File: config.mk
export PLATFORM = sky130hd
export DESIGN_NAME = keyexpand_inv_seq
export DESIGN_NICKNAME = d
export VERILOG_FILES = /design/src/rtl/keyexpand_inv_seq.sv
export SDC_FILE = /design/constraint.sdc
export NUM_CORES = 2
export LEC_CHECK = 0
export CORE_MARGIN = 2
export CORE_UTILIZATION = 55
export CTS_BUF_LIST = sky130_fd_sc_hd__clkbuf_8
export CTS_CLUSTER_DIAMETER = 120
export DETAILED_ROUTE_END_ITERATION = 6
export PLACE_DENSITY = 0.84
export SYNTH_ARGS = -nofsm -noshare
export SYNTH_HDL_FRONTEND = slang
export SYNTH_SLANG_ARGS = --single-unit
File: constraint.sdc
create_clock -name clk -period 27.6 [get_ports clk]
set_clock_uncertainty 0.05 [all_clocks]
set_input_delay 2.76 -clock clk [delete_from_list [all_inputs] [get_ports clk]]
set_output_delay 2.76 -clock clk [all_outputs]
set_load 0.05 [all_outputs]
File: src/rtl/keyexpand_inv_seq.sv
// Purpose: AES-128 decryption key scheduler. It runs the forward schedule up to round 10, then streams round keys 10..0.
// Latency: busy goes high one edge after start. rk_valid rises 11 edges after start. One key per cycle after that.
// Backpressure: rk_valid/rk_ready. While stalled, rk_out and rk_idx hold. No output depends combinationally on any input.
module keyexpand_inv_seq #(
  // The S-box is computed in logic (GF(2^8) inverse followed by the affine map),
  // so no table file has to be present at elaboration. The name is accepted for
  // drop-in compatibility with flows that preload a ROM.
  parameter string SBOX_FILE = "SBOX.hex"
) (
  input  logic         clk,
  input  logic         rst_n,
  input  logic         start,
  input  logic [127:0] key_in,
  output logic         busy,
  output logic         rk_valid,
  input  logic         rk_ready,
  output logic [127:0] rk_out,
  output logic [3:0]   rk_idx,
  output logic         done
);

  typedef enum logic [1:0] {
    IDLE = 2'd0,
    FWD  = 2'd1,
    EMIT = 2'd2
  } state_t;

  if (SBOX_FILE == "") begin : g_sbox_file_unnamed
  end

  state_t           state;
  state_t           state_nxt;
  logic [127:0]     key_r;
  logic [3:0]       cnt;
  logic             done_r;
  logic             hs;

  logic [15:0][7:0] kb;      // key_r viewed as bytes, byte b at [8b+7:8b]
  logic [15:4][7:0] dif;     // upper 12 bytes of the previous round key (inverse step)
  logic [3:0][7:0]  sb_in;   // shared S-box lookup bytes
  logic [3:0][7:0]  sb_out;
  logic [7:0]       rc;
  logic [15:0][7:0] fwd_b;   // F(key_r, cnt)
  logic [15:0][7:0] inv_b;   // G(key_r, cnt-1)

  // GF(2^8) multiply, AES polynomial x^8+x^4+x^3+x+1
  function automatic logic [7:0] gmul(input logic [7:0] a, input logic [7:0] b);
    logic [7:0] p;
    logic [7:0] aa;
    p  = 8'h00;
    aa = a;
    for (int i = 0; i < 8; i++) begin
      if (b[i]) p = p ^ aa;
      aa = aa[7] ? ({aa[6:0], 1'b0} ^ 8'h1b) : {aa[6:0], 1'b0};
    end
    return p;
  endfunction

  // Forward S-box: x^254 (multiplicative inverse, 0 maps to 0), then affine map
  function automatic logic [7:0] sbox(input logic [7:0] x);
    logic [7:0] x2, x3, x6, x12, x15, x30, x60, x120, x240, x252, iv;
    x2   = gmul(x, x);
    x3   = gmul(x2, x);
    x6   = gmul(x3, x3);
    x12  = gmul(x6, x6);
    x15  = gmul(x12, x3);
    x30  = gmul(x15, x15);
    x60  = gmul(x30, x30);
    x120 = gmul(x60, x60);
    x240 = gmul(x120, x120);
    x252 = gmul(x240, x12);
    iv   = gmul(x252, x2);
    return iv ^ {iv[6:0], iv[7]} ^ {iv[5:0], iv[7:6]} ^ {iv[4:0], iv[7:5]}
              ^ {iv[3:0], iv[7:4]} ^ 8'h63;
  endfunction

  function automatic logic [7:0] rcon(input logic [3:0] r);
    logic [7:0] v;
    case (r)
      4'd0:    v = 8'h01;
      4'd1:    v = 8'h02;
      4'd2:    v = 8'h04;
      4'd3:    v = 8'h08;
      4'd4:    v = 8'h10;
      4'd5:    v = 8'h20;
      4'd6:    v = 8'h40;
      4'd7:    v = 8'h80;
      4'd8:    v = 8'h1b;
      4'd9:    v = 8'h36;
      default: v = 8'h00;
    endcase
    return v;
  endfunction

  assign kb = key_r;
  assign hs = (state == EMIT) && rk_ready;

  // Previous-round upper bytes: each depends only on the current key
  always_comb begin
    dif = '0;
    for (int i = 4; i < 16; i++) dif[i] = kb[i] ^ kb[i-4];
  end

  // Lookup-byte mux: FWD rotates the last word of key_r, EMIT rotates the recovered last word
  always_comb begin
    sb_in = '0;
    if (state == EMIT) begin
      sb_in[0] = dif[13];
      sb_in[1] = dif[14];
      sb_in[2] = dif[15];
      sb_in[3] = dif[12];
    end else begin
      sb_in[0] = kb[13];
      sb_in[1] = kb[14];
      sb_in[2] = kb[15];
      sb_in[3] = kb[12];
    end
  end

  // Four shared S-box lookups
  always_comb begin
    sb_out = '0;
    for (int j = 0; j < 4; j++) sb_out[j] = sbox(sb_in[j]);
  end

  // Round constant for round cnt (forward) or cnt-1 (inverse)
  always_comb begin
    rc = rcon((state == EMIT) ? (cnt - 4'd1) : cnt);
  end

  // Forward and inverse step results
  always_comb begin
    fwd_b    = '0;
    inv_b    = '0;
    fwd_b[0] = sb_out[0] ^ kb[0] ^ rc;
    fwd_b[1] = sb_out[1] ^ kb[1];
    fwd_b[2] = sb_out[2] ^ kb[2];
    fwd_b[3] = sb_out[3] ^ kb[3];
    for (int i = 4; i < 16; i++) fwd_b[i] = kb[i] ^ fwd_b[i-4];
    inv_b[0] = kb[0] ^ sb_out[0] ^ rc;
    inv_b[1] = kb[1] ^ sb_out[1];
    inv_b[2] = kb[2] ^ sb_out[2];
    inv_b[3] = kb[3] ^ sb_out[3];
    for (int i = 4; i < 16; i++) inv_b[i] = dif[i];
  end

  // State register
  always_ff @(posedge clk or negedge rst_n) begin
    if (!rst_n) state <= IDLE;
    else        state <= state_nxt;
  end

  // Next-state logic
  always_comb begin
    state_nxt = state;
    case (state)
      IDLE:    if (start) state_nxt = FWD;
      FWD:     if (cnt == 4'd9) state_nxt = EMIT;
      EMIT:    if (hs && (cnt == 4'd0)) state_nxt = IDLE;
      default: state_nxt = IDLE;
    endcase
  end

  // Key register, round counter and done pulse
  always_ff @(posedge clk or negedge rst_n) begin
    if (!rst_n) begin
      key_r  <= '0;
      cnt    <= '0;
      done_r <= 1'b0;
    end else begin
      done_r <= 1'b0;
      case (state)
        IDLE: begin
          if (start) begin
            key_r <= key_in;
            cnt   <= 4'd0;
          end
        end
        FWD: begin
          key_r <= fwd_b;
          cnt   <= cnt + 4'd1;   // reaches 10 on the last forward step
        end
        EMIT: begin
          if (hs) begin
            if (cnt != 4'd0) begin
              key_r <= inv_b;
              cnt   <= cnt - 4'd1;
            end else begin
              done_r <= 1'b1;
            end
          end
        end
        default: ;
      endcase
    end
  end

  // Outputs decoded from state and registers only
  always_comb begin
    busy     = (state != IDLE);
    rk_valid = (state == EMIT);
    rk_out   = key_r;
    rk_idx   = cnt;
    done     = done_r;
  end

endmodule

Word level (Yosys, flattened, before mapping)
Memory sizes are Yosys's and may differ from the RTL's.
Index checks and enable logic that the tools add are counted.
Widths: inputs -> output; s select.
- add/sub/neg operators: 2
- $mul: 0
- div/mod/pow operators: 0
- order comparisons: 0
- equality and inequality tests: 8
- shift operators: 0
- muxes and demuxes: 677
- bitwise gates (word level): 665
- reduce and logical (&&, ||, !) cells: 9
- operators by type and width (kind ; number):
    $xor 8x8->8 ; 353
    $mux 8 ; 352
    $mux 5 ; 308
    $not 4->4 ; 312
    $mux 128 ; 3
    $pmux 128 s3 ; 1
    $mux 32 ; 1
    $mux 4 ; 4
    $pmux 4 s3 ; 1
    $mux 2 ; 3
    $ne 2x1->1 const B ; 3
    $pmux 2 s3 ; 1
    $add 4x1->4 const B ; 1
    $eq 4x4->1 const B ; 1
    $logic_not 4->1 ; 1
    $ne 2x2->1 const B ; 2
    $reduce_and 4->1 ; 1
    $reduce_bool 4->1 ; 1
    $sub 4x1->4 const B ; 1
    $mux 1 ; 3
    $reduce_and 3->1 ; 1
    $reduce_bool 3->1 ; 1
    $eq 2x1->1 const B ; 1
    $eq 2x2->1 const B ; 1
    other kinds (3) ; 4
- flip-flop bits (word level): 135
- bits in latches: 0
- RAM bits: 0
- memory bits (read-only): 128
- input bits: 132
- output and inout port bits: 135
- memories kept: 1
- memory list (name ; words ; width ; rd ports ; clocked after Yosys merged registers in ; wr ports ; line ; text):
    (name not given) ; 16 ; 8 ; 1 ; 0 ; 0 ; 79 ; case (r)

Depth between registers and ports, before layout
- depth after elaboration: 189
- mapped depth: 92
- depth with buffers taken out: 79

Worst setup path after synthesis
No wires, ideal clock.
- path type: register to register
- start: reg state[0]
- end: reg key_r[76], in the netlist rk_out[76]
- arrival time: 21705 ps
- path slack: 5716 ps
- cell stages (with the launch flop): 88
- path through: dfrtp_1 -> inv_1 -> ha_1 -> buf_6 -> buf_12 -> nand2_2 -> xor2_1 -> clkinv_1 -> ha_1 -> buf_2 -> xnor2_1 -> xnor2_1 -> a21boi_0 -> o22a_1 -> xnor2_2 -> buf_4 -> xnor2_2 -> xor2_1 -> (+52 left out) -> xnor2_1 -> xor2_1 -> inv_1 -> or4_1 -> o311a_1 -> xnor2_1 -> xnor3_1 -> xnor2_2 -> inv_2 -> and3_1 -> a2111oi_0 -> xnor3_1 -> xnor3_2 -> xor3_2 -> xnor3_2 -> xnor2_1 -> a221oi_1 -> o21ai_1
- word-level cells in the longest chain between the ends: 178
- elaborated cells on any way between the ends: 337
- ends and longest elaborated chain (item ; line ; text):
    start: declaration ; 31 ; state_t state;
    start signal: assignment ; 150 ; else state <= state_nxt;
    $eq 2x2->1 * ; - ;
    via rk_valid ; 15 ; output logic rk_valid,
    $mux 32 ; 107 ; if (state == EMIT) begin
    $not 4->4 (no line), or another cell as far along ; - ;
    $mux 5 or $xor 8x8->8 (tied branches) ; 54, 53 ;
    $xor 8x8->8 or $mux 8 (tied branches) ; 53 ; if (b[i]) p = p ^ aa;
    $mux 8 or $xor 8x8->8 (tied branches) ; 53 ;
    $xor 8x8->8 or $mux 8 (tied branches) ; 53 ;
    (+160 left out) ; - ;
    $mux 8 ; 53 ;
    $xor 8x8->8 ; 53 ;
    $mux 8 ; 53 ;
    $xor 8x8->8 (3 in series) ; 73 ; return iv ^ {iv[6:0], iv[7]} ^ {iv[5:0], iv[7:6]} ^ {iv[4:0], iv[7:5]}
    $xor 8x8->8 ; 74 ; ^ {iv[3:0], iv[7:4]} ^ 8'h63;
    $xor 8x8->8 ; 136 ; fwd_b[1] = sb_out[1] ^ kb[1];
    $xor 8x8->8 (2 in series) ; 139 ; for (int i = 4; i < 16; i++) fwd_b[i] = kb[i] ^ fwd_b[i-4];
    $pmux 128 s3 ; 172 ; case (state)
    end signal: assignment ; 175 ; key_r <= key_in;
    end signal: assignment ; 180 ; key_r <= fwd_b;
    end signal: assignment ; 186 ; key_r <= inv_b;
    end: declaration ; 33 ; logic [127:0] key_r;
The timed path passes the listed nets; every way through them passes the cells marked *.
A chain may end at the register's enable or synchronous reset.

Final worst setup path
- start: reg state[0]
- end: reg key_r[92], in the netlist rk_out[92]
- word-level cells in the longest chain between the ends: 178
- elaborated cells on any way between the ends: 337
- ends and longest elaborated chain (item ; line ; text):
    $eq 2x2->1 ; 96, 107, 172 ;
    $mux 32 ; 107 ;
    $not 4->4 (no line), or another cell as far along ; - ;
    $mux 5 or $xor 8x8->8 (tied branches) ; 54, 53 ;
    $xor 8x8->8 or $mux 8 (tied branches) ; 53 ;
    $mux 8 or $xor 8x8->8 (tied branches) ; 53 ;
    $xor 8x8->8 or $mux 8 (tied branches) ; 53 ;
    $mux 8 or $xor 8x8->8 (tied branches) ; 53 ;
    (+159 left out) ; - ;
    $mux 8 ; 53 ;
    $xor 8x8->8 ; 53 ;
    $mux 8 ; 53 ;
    $xor 8x8->8 (3 in series) ; 73 ;
    $xor 8x8->8 ; 74 ;
    $xor 8x8->8 ; 138 ; fwd_b[3] = sb_out[3] ^ kb[3];
    $xor 8x8->8 (2 in series) ; 139 ;
    $pmux 128 s3 ; 172 ;
Several ways; a longest one is shown, not always the timed one.

==> qor.csv <==
stage;metric;value;unit
run_status;status;complete, but fails checks;
run_status;violations;DRC;
timing;period_minus_slack;25960;ps
critical_path;slowest_stage;xor3_1;
cells_and_area;multi_input_area;53550;sq um
synth;synth-adder-area-share;0.8338;%
synth;muxShareOfSynthArea;4.077;%
clocking;cts_max_path_buffers;3;
clocking;cts_inserted_buffers;25;
cells_and_area;area_growth;5.318;%
synth;synth_ff_type;dfrtp_1;
clocking;cts_tree;yes;
clocking;h-tree-depth;4;
cells_and_area;final_cells;8720;
timing;rsz0062_at_grt;false;
cells_and_area;layout-drive-gt1-share;9.234;%
placement;dp_hpwl;138300;um
clocking;ctsHoldBuffers;0;
drt;dr.pass1.iters;7;
synth;ys_ff_latch;135;
clocking;cts.clk_slew.worst_paths;110;ps
synth;synth.distinct_cells;161;
critical_path;slowest_delay;930;ps
drt;routed_wl;185700;um
global_routing;grt_pass1_vias;53172;
placement;dp_cells;8680;
timing;maxSlewHeadroom;11.99;%
clocking;cts_resized;0;
drt;drc;1;
worst_hold_path;worst_hold_path_type;register to register;
synth;syn_avg_cell_area;8.148;sq um
synth;synth_cells;7366;
global_routing;grt_util_all_layers;31.74;%
critical_path;worst_ep_arrival_time;26380;ps
die;io_pins;267;
global_routing;grt_max_degree;84;
critical_path;path_max_fanout;60;
global_routing;grt_antenna_before_repair;8;
die;fp.dieArea;111800;sq um
drt;wire_per_inst;21.29;um
synth;syn_area;60020;sq um
cells_and_area;fill_cells;9395;
timing;finalSetupTns;0;ps
clocking;post_cts_buffers;0;
timing;fmaxAchievable;38.53;MHz
timing;hold_viol_final;0;
drt;dr.first_iter.drc_count;6795;
timing;finalCritPeriodShare;94.04;%
synth;synth_simple_gate_area_share;18.81;%
critical_path;critPathRequiredTime;28020;ps
synth;synth-xor-area-share;46.38;%
global_routing;grt_overflow;0;
clocking;cts.sinks;135;
placement;place_congestion;1.013;
die;start_util;55.29;%
die;core_area;108600;sq um
cells_and_area;regArea;3378;sq um
placement;io_buffers;266;
critical_path;end_kind;register;
drt;viasPerCell;6.506;
clocking;cts-root-buf;clkbuf_8;
synth;synth_nets;7534;
clocking;clkLatencyLatePin;590;ps
critical_path;worstSetupPathType;register to register;
synth;synth-edff-count;0;
timing;worst_slew_pin_slew;1311;ps
die;die_w;334.3;um
critical_path;r2r_slack;1640;ps
timing;maxSlewViolCount;0;
synth;synth-compound-area-share;18.89;%
drt;via_count;56731;
die;rows;121;
synth;ys_seq_area_share;5.628;%
critical_path;cpMostUsedCell;xnor2_1;
timing;setup-violations-final;0;
drt;drtAntennaViolNets;0;
flow_run;cap_violations;0;
synth;async_reset_ff_share;100.0;%
synth;yosys_warnings;0;
critical_path;startpoint_type;register;
cells_and_area;nets;7461;
global_routing;grt_pass1_wl;292500;um
synth;synth_top_family_by_area;XOR/XNOR gates;
die;die_h;334.3;um
-- worst paths after layout --
kind / from / to / cells past startpoint
setup / recovery: state[0] / rk_out[92] / 74
hold / removal: rk_out[44] / rk_out[44] / 1
setup reg to reg: state[0] / rk_out[92] / 74
hold reg to reg: rk_out[44] / rk_out[44] / 1
max in group asynchronous: rst_n / rk_out[0] / 2
min in group asynchronous: rst_n / rk_out[52] / 1
-- area by class of cell --
| type | instances | share of cell area, % |
|---|---|---|
| Multi-Input combinational cell | 6618 | 84.72 |
| Timing Repair Buffer | 394 | 5.734 |
| Sequential cell | 135 | 5.344 |
| Tap cell | 1414 | 2.799 |
| Inverter | 119 | 0.7086 |
| Clock buffer | 27 | 0.5879 |
| Clock inverter | 6 | 0.07917 |
| Antenna cell | 7 | 0.02771 |
-- registers in the layout, indices dropped and copies added (netlist names) --
signal	flops
state	2
done	1
rk_idx	4
rk_out	128
-- cells in the mapped netlist, types with 87 or more instances --
| master | number | share of area (%) |
|---|---|---|
| nor3_1 | 159 | 1.3 |
| xnor3_1 | 335 | 13 |
| mux2i_1 | 194 | 3.2 |
| nand3_1 | 186 | 1.6 |
| o22ai_1 | 87 | 0.91 |
| dfrtp_1 | 135 | 5.6 |
| clkbuf_1 | 244 | 1.5 |
| xor2_1 | 458 | 6.7 |
| nand2b_1 | 98 | 1.0 |
| nor2_1 | 820 | 5.1 |
| xnor2_2 | 124 | 3.4 |
| buf_2 | 117 | 0.98 |
| xnor2_1 | 1147 | 17 |
| o21ai_0 | 320 | 2.7 |
| o21ai_1 | 107 | 0.89 |
| nand2_1 | 722 | 4.5 |
| a21oi_1 | 358 | 3.0 |
-- critical path: cells and delay by family, from the launching register on --
kind	cells	cell delay [ps]
adders and majority gates	8	3460
AOI/OAI and AO/OA	10	2060
and+or+nand+nor	9	1190
buffers and inverters	9	2870
xor gates and xnor gates	38	15800
DFF	1	390
-- through the flow --
step	instance area [sq um]	setup slack (ps)	util [%]	hold slack (ps)
2_1_floorplan	60020	5716	-	436.4
3_3_place_gp	62760	2996	57.82	497.6
3_5_place_dp	62760	2061	57.82	508.7
4_1_cts	63180	2014	58.21	526.6
5_1_grt	63210	125.5	58.23	553.2
6_report	63210	1645	58.23	529.6
-- logic make-up (layout without fill, tap and decap cells) --
| group | after synthesis | in the layout |
|---|---|---|
| flops | 135 | 135 |
| buf+inv | 613 | 546 |
| other cells | 0 | 7 |
| fa+ha+maj | 41 | 41 |
| compound gates | 1664 | 1664 |
| xor+xnor | 2249 | 2249 |
| mux | 234 | 234 |
| simple gates | 2430 | 2430 |
-- cells in the final DEF (no fill, tap or decap), types with 41 or more instances in the layout --
cell type        count
o21ai_0            319
a22oi_1             45
xnor2_1           1139
xnor2_2            131
nor3_1             159
inv_1               85
xor2_2              45
and2_1              49
o211ai_1            68
a21oi_1            357
nand2_1            722
nor2b_1             41
xnor3_2             47
xor2_1             456
a31oi_1             46
a211oi_1            66
o22ai_1             87
o21ai_1            107
and3_1              48
nand3_1            185
a221oi_1            54
nand2b_1            98
or3_1               53
buf_4              128
xnor3_1            335
dfrtp_1            135
nor2_1             819
clkdlybuf4s50_1    265
mux2i_1            194
-- layer usage --
| metal | up-vias | wire (um) | part of all wire, % | GRT usage [%] |
|---|---|---|---|---|
| met1 | 27115 | 72310 | 39 | 40.99 |
| li1 | 25753 | - | - | - |
| met3 | 587 | 19060 | 10 | 6.152 |
| met2 | 3276 | 85910 | 46 | 51.82 |
| met5 | - | 0 | 0 | 0 |
| met4 | 0 | 8398 | 4.5 | 13.16 |
Power is not shown: default switching activity piles up to over one toggle a cycle in this logic, so the estimate is an artifact.
